--- src/rtl/muxnx1_tdm_if.sv ---
// rtl/muxnx1_tdm_if.sv - channel/data bundle between sources, the TDM mux and its sink
interface muxnx1_tdm_if #(
    parameter int N_CH = 4,
    parameter int W    = 8,
    parameter int SW   = $clog2(N_CH)
);
    logic [N_CH*W-1:0] i_data;
    logic [N_CH-1:0]   i_valid;
    logic [SW-1:0]     sel;
    logic              mode;
    logic              skip_idle;
    logic [W-1:0]      Y;
    logic              y_valid;
    logic [SW-1:0]     y_ch;

    modport master (
        output i_data, i_valid, sel, mode, skip_idle,
        input  Y, y_valid, y_ch
    );

    modport slave (
        input  i_data, i_valid, sel, mode, skip_idle,
        output Y, y_valid, y_ch
    );
endinterface

--- src/rtl/muxnx1_tdm.sv ---
// rtl/muxnx1_tdm.sv - registered N:1 mux with manual select and dwell-based TDM scan
module muxnx1_tdm #(
    parameter int N_CH  = 4,
    parameter int W     = 8,
    parameter int DWELL = 4
) (
    input logic          clk,
    input logic          rst,
    muxnx1_tdm_if.slave  bus
);
    localparam int SW = $clog2(N_CH);
    localparam int CW = (DWELL > 1) ? $clog2(DWELL) : 1;

    logic [SW-1:0] ptr;
    logic [CW-1:0] cnt;
    logic [W-1:0]  y_q;
    logic          y_valid_q;
    logic [SW-1:0] y_ch_q;

    logic [SW-1:0] cur;
    logic          sel_ok;
    logic [W-1:0]  sel_data;
    logic          sel_valid;
    logic [W-1:0]  cur_data;
    logic          cur_valid;
    logic [SW-1:0] nxt_wrap;
    logic [SW-1:0] nxt_skip;

    // Decode the manual select and the scan pointer; a pointer left out of range
    // by manual mode is treated as channel 0 so the scan restarts cleanly.
    always_comb begin
        logic [N_CH*W-1:0] d_sh;
        logic [N_CH-1:0]   v_sh;
        sel_ok    = int'(bus.sel) < N_CH;
        d_sh      = bus.i_data >> (int'(bus.sel) * W);
        v_sh      = bus.i_valid >> int'(bus.sel);
        sel_data  = d_sh[W-1:0];
        sel_valid = v_sh[0];
        cur       = (int'(ptr) < N_CH) ? ptr : '0;
        d_sh      = bus.i_data >> (int'(cur) * W);
        v_sh      = bus.i_valid >> int'(cur);
        cur_data  = d_sh[W-1:0];
        cur_valid = v_sh[0];
    end

    // Next channel on an advance: plain round-robin, or first valid channel after
    // the current one (the last candidate is the current channel itself).
    always_comb begin
        int            idx;
        logic          found;
        logic [N_CH-1:0] v_sh;
        idx      = int'(cur) + 1;
        if (idx >= N_CH) idx = 0;
        nxt_wrap = SW'(idx);
        nxt_skip = nxt_wrap;
        found    = 1'b0;
        for (int j = 1; j <= N_CH; j++) begin
            idx = int'(cur) + j;
            if (idx >= N_CH) idx = idx - N_CH;
            v_sh = bus.i_valid >> idx;
            if (!found && v_sh[0]) begin
                found    = 1'b1;
                nxt_skip = SW'(idx);
            end
        end
    end

    // Output registers plus scan pointer/dwell counter.
    always_ff @(posedge clk) begin
        if (rst) begin
            ptr       <= '0;
            cnt       <= '0;
            y_q       <= '0;
            y_valid_q <= 1'b0;
            y_ch_q    <= '0;
        end else if (!bus.mode) begin
            ptr    <= bus.sel;
            cnt    <= '0;
            y_ch_q <= bus.sel;
            if (sel_ok) begin
                y_q       <= sel_data;
                y_valid_q <= sel_valid;
            end else begin
                y_q       <= '0;
                y_valid_q <= 1'b0;
            end
        end else begin
            y_q       <= cur_data;
            y_valid_q <= cur_valid;
            y_ch_q    <= cur;
            if (cnt == CW'(DWELL - 1)) begin
                cnt <= '0;
                ptr <= bus.skip_idle ? nxt_skip : nxt_wrap;
            end else begin
                cnt <= cnt + 1'b1;
                ptr <= cur;
            end
        end
    end

    assign bus.Y       = y_q;
    assign bus.y_valid = y_valid_q;
    assign bus.y_ch    = y_ch_q;
endmodule

--- src/flat_wrapper.sv ---
// flat-port wrapper written by rule: the top's interface ports become plain ports
module muxnx1_tdm_flat 
#(
    parameter int N_CH  = 4,
    parameter int W     = 8,
    parameter int DWELL = 4
)
  (clk, rst, bus_i_data, bus_i_valid, bus_sel, bus_mode, bus_skip_idle, bus_Y, bus_y_valid, bus_y_ch);
  muxnx1_tdm_if #(.N_CH(N_CH), .W(W)) bus_i ();
  input logic clk;
  input logic rst;
  input wire logic [$bits(bus_i.i_data)-1:0] bus_i_data;
  input wire logic [$bits(bus_i.i_valid)-1:0] bus_i_valid;
  input wire logic [$bits(bus_i.sel)-1:0] bus_sel;
  input wire logic [$bits(bus_i.mode)-1:0] bus_mode;
  input wire logic [$bits(bus_i.skip_idle)-1:0] bus_skip_idle;
  output wire logic [$bits(bus_i.Y)-1:0] bus_Y;
  output wire logic [$bits(bus_i.y_valid)-1:0] bus_y_valid;
  output wire logic [$bits(bus_i.y_ch)-1:0] bus_y_ch;
  assign bus_i.i_data = bus_i_data;
  assign bus_i.i_valid = bus_i_valid;
  assign bus_i.sel = bus_sel;
  assign bus_i.mode = bus_mode;
  assign bus_i.skip_idle = bus_skip_idle;
  assign bus_Y = bus_i.Y;
  assign bus_y_valid = bus_i.y_valid;
  assign bus_y_ch = bus_i.y_ch;
  muxnx1_tdm #(.N_CH(N_CH), .W(W), .DWELL(DWELL)) u_core (.clk(clk), .rst(rst), .bus(bus_i));
endmodule
--- config.mk ---
export PLATFORM = sky130hd
export DESIGN_NAME = muxnx1_tdm_flat
export DESIGN_NICKNAME = d
export VERILOG_FILES = /design/src/rtl/muxnx1_tdm_if.sv /design/src/rtl/muxnx1_tdm.sv /design/src/flat_wrapper.sv
export SDC_FILE = /design/constraint.sdc
export NUM_CORES = 1
export LEC_CHECK = 0
export BUFFER_PORTS_ARGS = -buffer_cell sky130_fd_sc_hd__buf_2
export CORE_MARGIN = 3
export CORE_UTILIZATION = 48
export CTS_CLUSTER_DIAMETER = 150
export CTS_CLUSTER_SIZE = 16
export DETAILED_ROUTE_END_ITERATION = 12
export HOLD_SLACK_MARGIN = 0.12
export PLACE_DENSITY = 0.92
export SLEW_MARGIN = 5
export SYNTH_ARGS = -nofsm -noshare
export SYNTH_HDL_FRONTEND = slang
export SYNTH_SLANG_ARGS = --single-unit
--- constraint.sdc ---
create_clock -name clk -period 3.8 [get_ports clk]
set_input_delay 0 -clock clk [delete_from_list [all_inputs] [get_ports clk]]
set_output_delay 0 -clock clk [all_outputs]
set_load 0.02 [all_outputs]
Yosys cells after proc, flatten, opt, wreduce, memory -nomap -nowiden
Index checks and enable logic that the tools add are counted.
Cells by class
  add/subtract/negate cells: 9
  multipliers: 0
  div/mod/pow operators: 0
  magnitude comparators: 4
  equal/unequal tests: 2
  shift-type cells: 8
  multiplexer cells: 18
  bitwise operators: 1
  reduce and logical (&&, ||, !) cells: 7
Operators with widths (count)
  32-bit 2-to-1 mux: 4
  4-bit by 32-bit >> shifter with 1-bit output: 4
  32-bit by 4-bit greater-or-equal comparator with 1-bit output, second input constant: 3
  32-bit by 4-bit subtractor with 32-bit output, second input constant: 3
  32-bit by 5-bit >> shifter with 8-bit output: 2
  2-bit 2-to-1 mux: 9
  8-bit 2-to-1 mux: 1
  4-bit by 2-bit >> shifter with 1-bit output: 2
  2-bit by 2-bit adder with 3-bit output, second input constant: 2
  2-bit by 3-bit adder with 4-bit output, second input constant: 1
  1-bit 2-to-1 mux: 4
  3-bit by 3-bit subtractor with 4-bit output, second input constant: 1
  2-bit by 1-bit adder with 3-bit output, second input constant: 1
  3-bit greater-or-equal comparator, second input constant: 1
  1-bit logical AND: 3
  1-bit zero test: 3
  3-bit OR reduction: 1
  2-bit by 1-bit adder with 2-bit output, second input constant: 1
  2-bit equality test, second input constant: 1
  2-bit by 1-bit inequality test with 1-bit output, second input constant: 1
  1-bit NOT: 1
Word-level totals
  register bits after elaboration: 15
  bits in latches: 0
  memory bits (writable): 0
  bits in read-only memories: 0
  output and inout bits: 11
  word-level logic and storage cells: 54
  memories: 0

Depth between registers and ports, before layout
Gate-level depths: netlist (run 1).
  depth after elaboration: 17
  gate-level depth with buffers: 8

Least setup slack after synthesis (run 1)
Ideal clock, no wire load.
  kind: register to register
  start: register u_core.ptr[0], in the netlist u_core.cur[0]
  end: register u_core.ptr[0], in the netlist u_core.cur[0]
  setup time: 0.112 ns
  arrival time: 1.931 ns
  slack: 1.757 ns
  stages on the path, launching flop included: 9
  buffers on the path: 1
  clock period less this slack: 2.043 ns
  cells stage by stage: dfxtp_1 buf_6 inv_1 ha_1 a21bo_2 a2bb2oi_2 a21boi_2 o211a_1 a2111oi_1
On the way
  longest elaborated chain between the ends: 17
  elaborated cells on any way between the ends: 37
  classes of those cells: 8 x add/sub; 4 x order compare; 4 x shift; 15 x mux; 6 x reduce/logical
RTL lines
  from (decl): line muxnx1_tdm.sv:14  | logic [SW-1:0] ptr;
  from (signal assigned): line muxnx1_tdm.sv:77  | ptr <= bus.sel;
  from (signal assigned): line muxnx1_tdm.sv:93  | ptr <= bus.skip_idle ? nxt_skip : nxt_wrap;
  from (signal assigned): line muxnx1_tdm.sv:96  | ptr <= cur;
  branches (longest 14 deep; another with 32-bit by 4-bit subtractor with 32-bit output)
  2-bit 2-to-1 mux *: line muxnx1_tdm.sv:93
  2-bit 2-to-1 mux *: line muxnx1_tdm.sv:91  | if (cnt == CW'(DWELL - 1)) begin
  2-bit 2-to-1 mux *: line muxnx1_tdm.sv:76  | end else if (!bus.mode) begin
Mark *: on every way between the ends. The select of a mux whose other input is x is not followed.
A chain may end at the register's enable or synchronous reset.

Final worst setup path (run 1)
  start: input bus_mode
  end: register u_core.y_q[0], in the netlist u_core.bus.Y[0]
On the way
  longest elaborated chain between the ends: 1
RTL lines
  from (decl): line flat_wrapper.sv:15  | input wire logic [$bits(bus_i.mode)-1:0] bus_mode;
  8-bit 2-to-1 mux: line muxnx1_tdm.sv:76
  to (signal assigned): line muxnx1_tdm.sv:81  | y_q <= sel_data;
  to (signal assigned): line muxnx1_tdm.sv:88  | y_q <= cur_data;
  to (decl): line muxnx1_tdm.sv:16  | logic [W-1:0] y_q;
Every way passes these cells.

==> results of run 1 <==
[routing by layer]
| metal | part of all wire | vias up | wire [µm] | GRT usage |
|---|---|---|---|---|
| li1 | - | 552 | - | - |
| met1 | 0.38 | 550 | 1570 | 0.361 |
| met2 | 0.45 | 108 | 1870 | 0.525 |
| met3 | 0.12 | 29 | 486 | 0.125 |
| met4 | 0.059 | 0 | 245 | 0.204 |
| met5 | 0 | - | 0 | 0 |
[worst max-delay path, stage by stage]
cell	delay [ps]
dlygate4sd3_1	520
buf_2	250
mux2i_2	360
buf_4	350
mux2i_1	270
dlygate4sd3_1	600
o22ai_1	80
dlygate4sd3_1	580
[power breakdown]
part	total [mW]	internal [mW]	leakage, nW	switching [mW]
combinational	0.223	0.110	0.686	0.113
clock	0.0921	0.0408	0.0150	0.0512
sequential	0.184	0.172	0.125	0.0120
[flip-flops by register name, indices dropped and copies added (netlist names)]
| name | cells |
|---|---|
| u_core.bus.Y | 8 |
| u_core.bus.y_ch | 2 |
| u_core.cnt | 2 |
| u_core.cur | 2 |
| u_core.bus.y_valid | 1 |
[cell type report]
cell class	count	area, µm²	share of cell area
Clock buffer	4	26.3	0.0163
Inverter	7	26.3	0.0163
Tap cell	27	33.8	0.0209
Timing Repair Buffer	82	558	0.346
Multi-Input combinational cell	76	669	0.415
Sequential cell	15	300	0.186
[cells by family (layout without fill, tap and decap cells)]
kind of cell / after synthesis / after routing
DFF: 15 / 15
buffers and inverters: 13 / 93
adders and majority gates: 5 / 5
muxes: 25 / 25
AOI/OAI and AO/OA: 31 / 31
and+or+nand+nor: 15 / 15
[per-stage QoR]
step           hold WS, ps  area, µm²  instances  power [mW]  setup slack [ps]
2_1_floorplan         64.6       1030        104       0.301              1760
3_3_place_gp           256       1300        178       0.345              1510
3_5_place_dp           262       1300        178       0.352              1460
4_1_cts                137       1610        211       0.474              1090
5_1_grt                186       1610        211       0.517               917
6_report               144       1610        211       0.500               961
[timing repair]
item	in CTS	in global routing
setup buffers	0	0
endpoints found under the hold margin	14	0
resized for setup	0	0
hold buffers	29	0
[path summary, 6_finish.rpt]
check,endpoint,slack [ps],depth (start not counted)
worst min register to register,u_core.cnt[0],470,1
worst max register to register,u_core.bus.Y[0],1010,6
worst max-delay path,u_core.bus.Y[0],960,8
worst min-delay path,u_core.cur[1],140,4
[cell usage in the layout, fill, tap and decap left out, types with 3 or more instances in the layout]
cell type and instances:
a21oi_1 5, nor2_1 4, ha_1 5, inv_1 7, clkbuf_4 3, buf_2 52, mux2i_1 21, dlygate4sd3_1 29
o22ai_1 9, dfxtp_1 15
==> results_dict.tcl, run 1 <==
set metrics [dict create \
    vias_per_cell 5.87 \
    rows 16 \
    io_buffers 52 \
    leakagePower_nw 0.825 \
    clock_latency_ps 290 \
    cts_made_buffers 3 \
    diodes 0 \
    peakVddDrop_v 0.000278 \
    syn_to_final_growth_pct 56.4 \
    path_class "in2reg" \
    outcome "completed" \
    ctsHtreeMaxLevel 1 \
    startpoint "bus_mode" \
    track_usage 0.328 \
    max_slew.worst_pin.slew_ps 457 \
    start_util 0.516 \
    worst-path-max-fanout 17 \
    synth_top_area_cell "dfxtp_1" \
    synth_top_family_by_area "multiplexers" \
    drv_slew 0 \
    synth_area_mm2 0.00103 \
    final-hold-violation-count 0 \
    path_clk_slew_ps 80 \
    netlist_top_cells_count "mux2i_1 (22), dfxtp_1 (15), o22ai_1 (9)" \
    wl_um 4170 \
    relSlewSlack 0.686 \
    yosys.area_share.xor_xnor 0 \
    drc 0 \
    nFillCells 108 \
    vias 1239 \
    yosys_warnings 0 \
    crit_arrival_ps 3010 \
    drt_iter0_drc 55 \
    finalCriticalPeriod_ps 2840 \
    finalSetupTns_ps 0 \
    mappedNetlistNets 151 \
    antenna_found_initial 0 \
    crit_required_ps 3970 \
    dp_hpwl_um 2030 \
    yosys.area_share.simple 0.0909 \
    synth_mux_area_frac 0.261 \
    synthesis.area_per_instance_um2 9.93 \
    detail-route-antenna-nets 0 \
    utilization 0.806 \
    grt_overflow 0 \
    drt-wirelength-per-cell_um 19.8 \
    drive_gt1_frac 0.375 \
    setup_viol 0 \
    ys_async_sr_fraction 0 \
    place.gp.congestion 0.942 \
    die_w_um 52.4 \
    ys_types 37 \
    hold_path_class "in2reg" \
    maxCapViolations 0 \
    root_buffer "clkbuf_4" \
    grt_start_max_net_pins 18 \
    synth.most_common_cell "mux2i_1" \
    synth_compound_area_frac 0.233 \
    final_nets 232 \
    die-height_um 52.4 \
    die_area_mm2 0.00274 \
    clock_sinks 15 \
    clock.fmax_mhz 352 \
    first_global_vias 1328 \
    ys.flop_type "dfxtp_1" \
    grt_pass1_wl_um 6440 \
    reg2reg_from "u_core.cur[0]" \
    rsz0062_at_grt "no" \
    coreArea_mm2 0.00200 \
    hp-start "bus_sel[1]" \
    power_density_mw_per_mm2 310 \
    clockBufferDepth 2 \
    worst_setup_path_start_kind "primary input" \
    syn_inst 104 \
    dr.pass1.iters 4 \
    fin_crit_sh 0.747 \
    synth-adder-area-share 0.0606 \
    ys_seq_area_frac 0.291 \
    ys_ff_latch 15 \
    finalClockSkew_ps 2.47 \
    yosys.area.top_type_share 0.291 \
    ios 53 \
    tritoncts "yes" \
    endpoint_kind "flip-flop" \
    synth_edf_count 0 \
    synthTopCellsByArea "dfxtp_1 (29%), mux2i_1 (21%), ha_1 (6.1%)" \
]
Power figures use the tool's default switching activity.
==> inputs of run 2 (changes only) <==
--- a/config.mk
+++ b/config.mk
@@ -7,12 +7,12 @@
 export LEC_CHECK = 0
 export BUFFER_PORTS_ARGS = -buffer_cell sky130_fd_sc_hd__buf_2
 export CORE_MARGIN = 3
-export CORE_UTILIZATION = 48
+export CORE_UTILIZATION = 40
 export CTS_CLUSTER_DIAMETER = 150
 export CTS_CLUSTER_SIZE = 16
 export DETAILED_ROUTE_END_ITERATION = 12
 export HOLD_SLACK_MARGIN = 0.12
-export PLACE_DENSITY = 0.92
+export PLACE_DENSITY = 0.83
 export SLEW_MARGIN = 5
 export SYNTH_ARGS = -nofsm -noshare
 export SYNTH_HDL_FRONTEND = slang
==> constraint.sdc (replaced) <==
create_clock -name clk -period 2.6 [get_ports clk]
set_input_delay 0 -clock clk [delete_from_list [all_inputs] [get_ports clk]]
set_output_delay 0 -clock clk [all_outputs]
set_load 0.02 [all_outputs]
==> run 2 against run 1 <==
  * Power grew 50%
  * Hold slack gained 100 ps
  * Core utilization shrank 6.7 points
  * Die area grew 18%
  * Clock power grew 47%
  * Critical endpoint is now u_core.bus.y_valid
  * Largest power group unchanged
==> results_dict.tcl, run 2 (synthesized netlist as in run 1, its figures left out) <==
set metrics [dict create \
    outcome "completed" \
    die-height_um 56.8 \
    crit_chain "dlygate4sd3_1 > buf_2 > mux2i_2 > mux2i_1 > dlygate4sd3_1 > o22ai_1 > dlygate4sd3_1" \
    clock_sinks 15 \
    dp_hpwl_um 2160 \
    placed_area_mm2 0.00131 \
    fin_crit_sh 0.975 \
    setup_viol 0 \
    ios 53 \
    layout_common_cells "buf_2 (52), dlygate4sd3_1 (38), mux2i_1 (21)" \
    finalSetupTns_ps 0 \
    final_cells 222 \
    maxCapViolations 0 \
    grt_pass1_wl_um 7270 \
    worst-path-max-fanout 12 \
    first_global_vias 1470 \
    dr.pass1.iters 4 \
    drt_iter0_drc 75 \
    clock.fmax_mhz 394 \
    antenna_found_initial 0 \
    place.gp.congestion 0.957 \
    finalCriticalPeriod_ps 2540 \
    diodes 0 \
    drive_gt1_frac 0.366 \
    path_clk_slew_ps 100 \
    worst_setup_path_start_kind "primary input" \
    grt_overflow 0 \
    place_ws_ps 314 \
    path_common_cell "dlygate4sd3_1" \
    final_cell_area_mm2 0.00171 \
    cp_slowest_stage_delay_ps 610 \
    start_util 0.445 \
    peakVddDrop_v 0.000310 \
    clockBufferDepth 2 \
    root_buffer "clkbuf_4" \
    clock_latency_ps 280 \
    syn_to_final_growth_pct 66.1 \
    max_slew.worst_pin.slew_ps 415 \
    vias_per_cell 5.97 \
    final-hold-violation-count 0 \
    rows 17 \
    coreArea_mm2 0.00232 \
    io_buffers 52 \
    tritoncts "yes" \
    final_nets 242 \
    leakagePower_nw 0.859 \
    crit_arrival_ps 2710 \
    finalClockSkew_ps 10.4 \
    track_usage 0.292 \
    cpMaxStageDelayCell "dlygate4sd3_1" \
    die_area_mm2 0.00323 \
    drt-wirelength-per-cell_um 20.2 \
    detail-route-antenna-nets 0 \
    rsz0062_at_grt "no" \
    wl_um 4480 \
    finalPower_mw 0.750 \
    vias 1325 \
    die_w_um 56.8 \
    grt_start_max_net_pins 18 \
    relSlewSlack 0.715 \
    cts_made_buffers 3 \
    crit_required_ps 2770 \
    largest_register_ffs 8 \
    endpoint_kind "flip-flop" \
    drv_slew 0 \
    power_density_mw_per_mm2 438 \
    path_class "in2reg" \
    setup_slack_ps 65.0 \
    ctsHtreeMaxLevel 1 \
    drc 0 \
    hold_path_class "in2reg" \
    layout_commonest_cell "buf_2" \
    placed_cells 180 \
]
[run 2: cell count changes in the layout (fill, tap and decap cells not counted), sizes merged]
cell | before | now
buf | 53 | 54
clkinv | 0 | 1
dlygate4sd3 | 29 | 38
clkbuf | 4 | 3
[run 2: final cells by class]
type | instances | area [µm²]
timing repair buffer | 92 | 656
inverter | 7 | 26.3
multi-input combinational | 76 | 669
fill | 129 | 604
clock buffer | 3 | 22.5
clock inverter | 1 | 5.00
sequential | 15 | 300
tap | 28 | 35.0
[run 2: where the power goes]
group / leakage (nW) / internal, mW / switching (mW)
clock: 0.0177 / 0.0571 / 0.0780
sequential: 0.125 / 0.252 / 0.0116
combinational: 0.717 / 0.172 / 0.179
[run 2: critical path, delay by kind of cell]
kind | cells | cell delay [ps]
compound gates | 1 | 80
buf+inv | 4 | 1930
mux | 2 | 690
[run 2: worst paths after layout]
kind	cells past startpoint	startpoint	end	slack, ps
min	5	bus_sel[0]	u_core.cur[0]	240
max	7	bus_mode	u_core.bus.y_valid	60
min reg2reg	1	u_core.cnt[0]	u_core.cnt[0]	440
max reg2reg	6	u_core.cur[0]	u_core.bus.y_valid	120
[run 2: layer usage]
layer | vias to the layer above | track usage | wire (µm)
li1 | 576 | - | -
met1 | 624 | 0.331 | 1720
met2 | 103 | 0.477 | 2060
met3 | 22 | 0.0989 | 493
met4 | 0 | 0.156 | 200
met5 | - | 0 | 0
[run 2: repair_timing]
action / in CTS / in global routing
hold endpoints to repair: 14 / 0
setup endpoints to repair: 0 / 0
hold buffers: 38 / 0
buffers inserted: 0 / 0
resized for setup: 0 / 0
[run 2: through the flow]
step | hold slack [ps] | util
after global routing | 267 | 0.739
final | 245 | 0.739
after floorplan | 64.6 | -
after detailed placement | 258 | 0.563
after CTS | 185 | 0.739
after global placement | 253 | 0.563
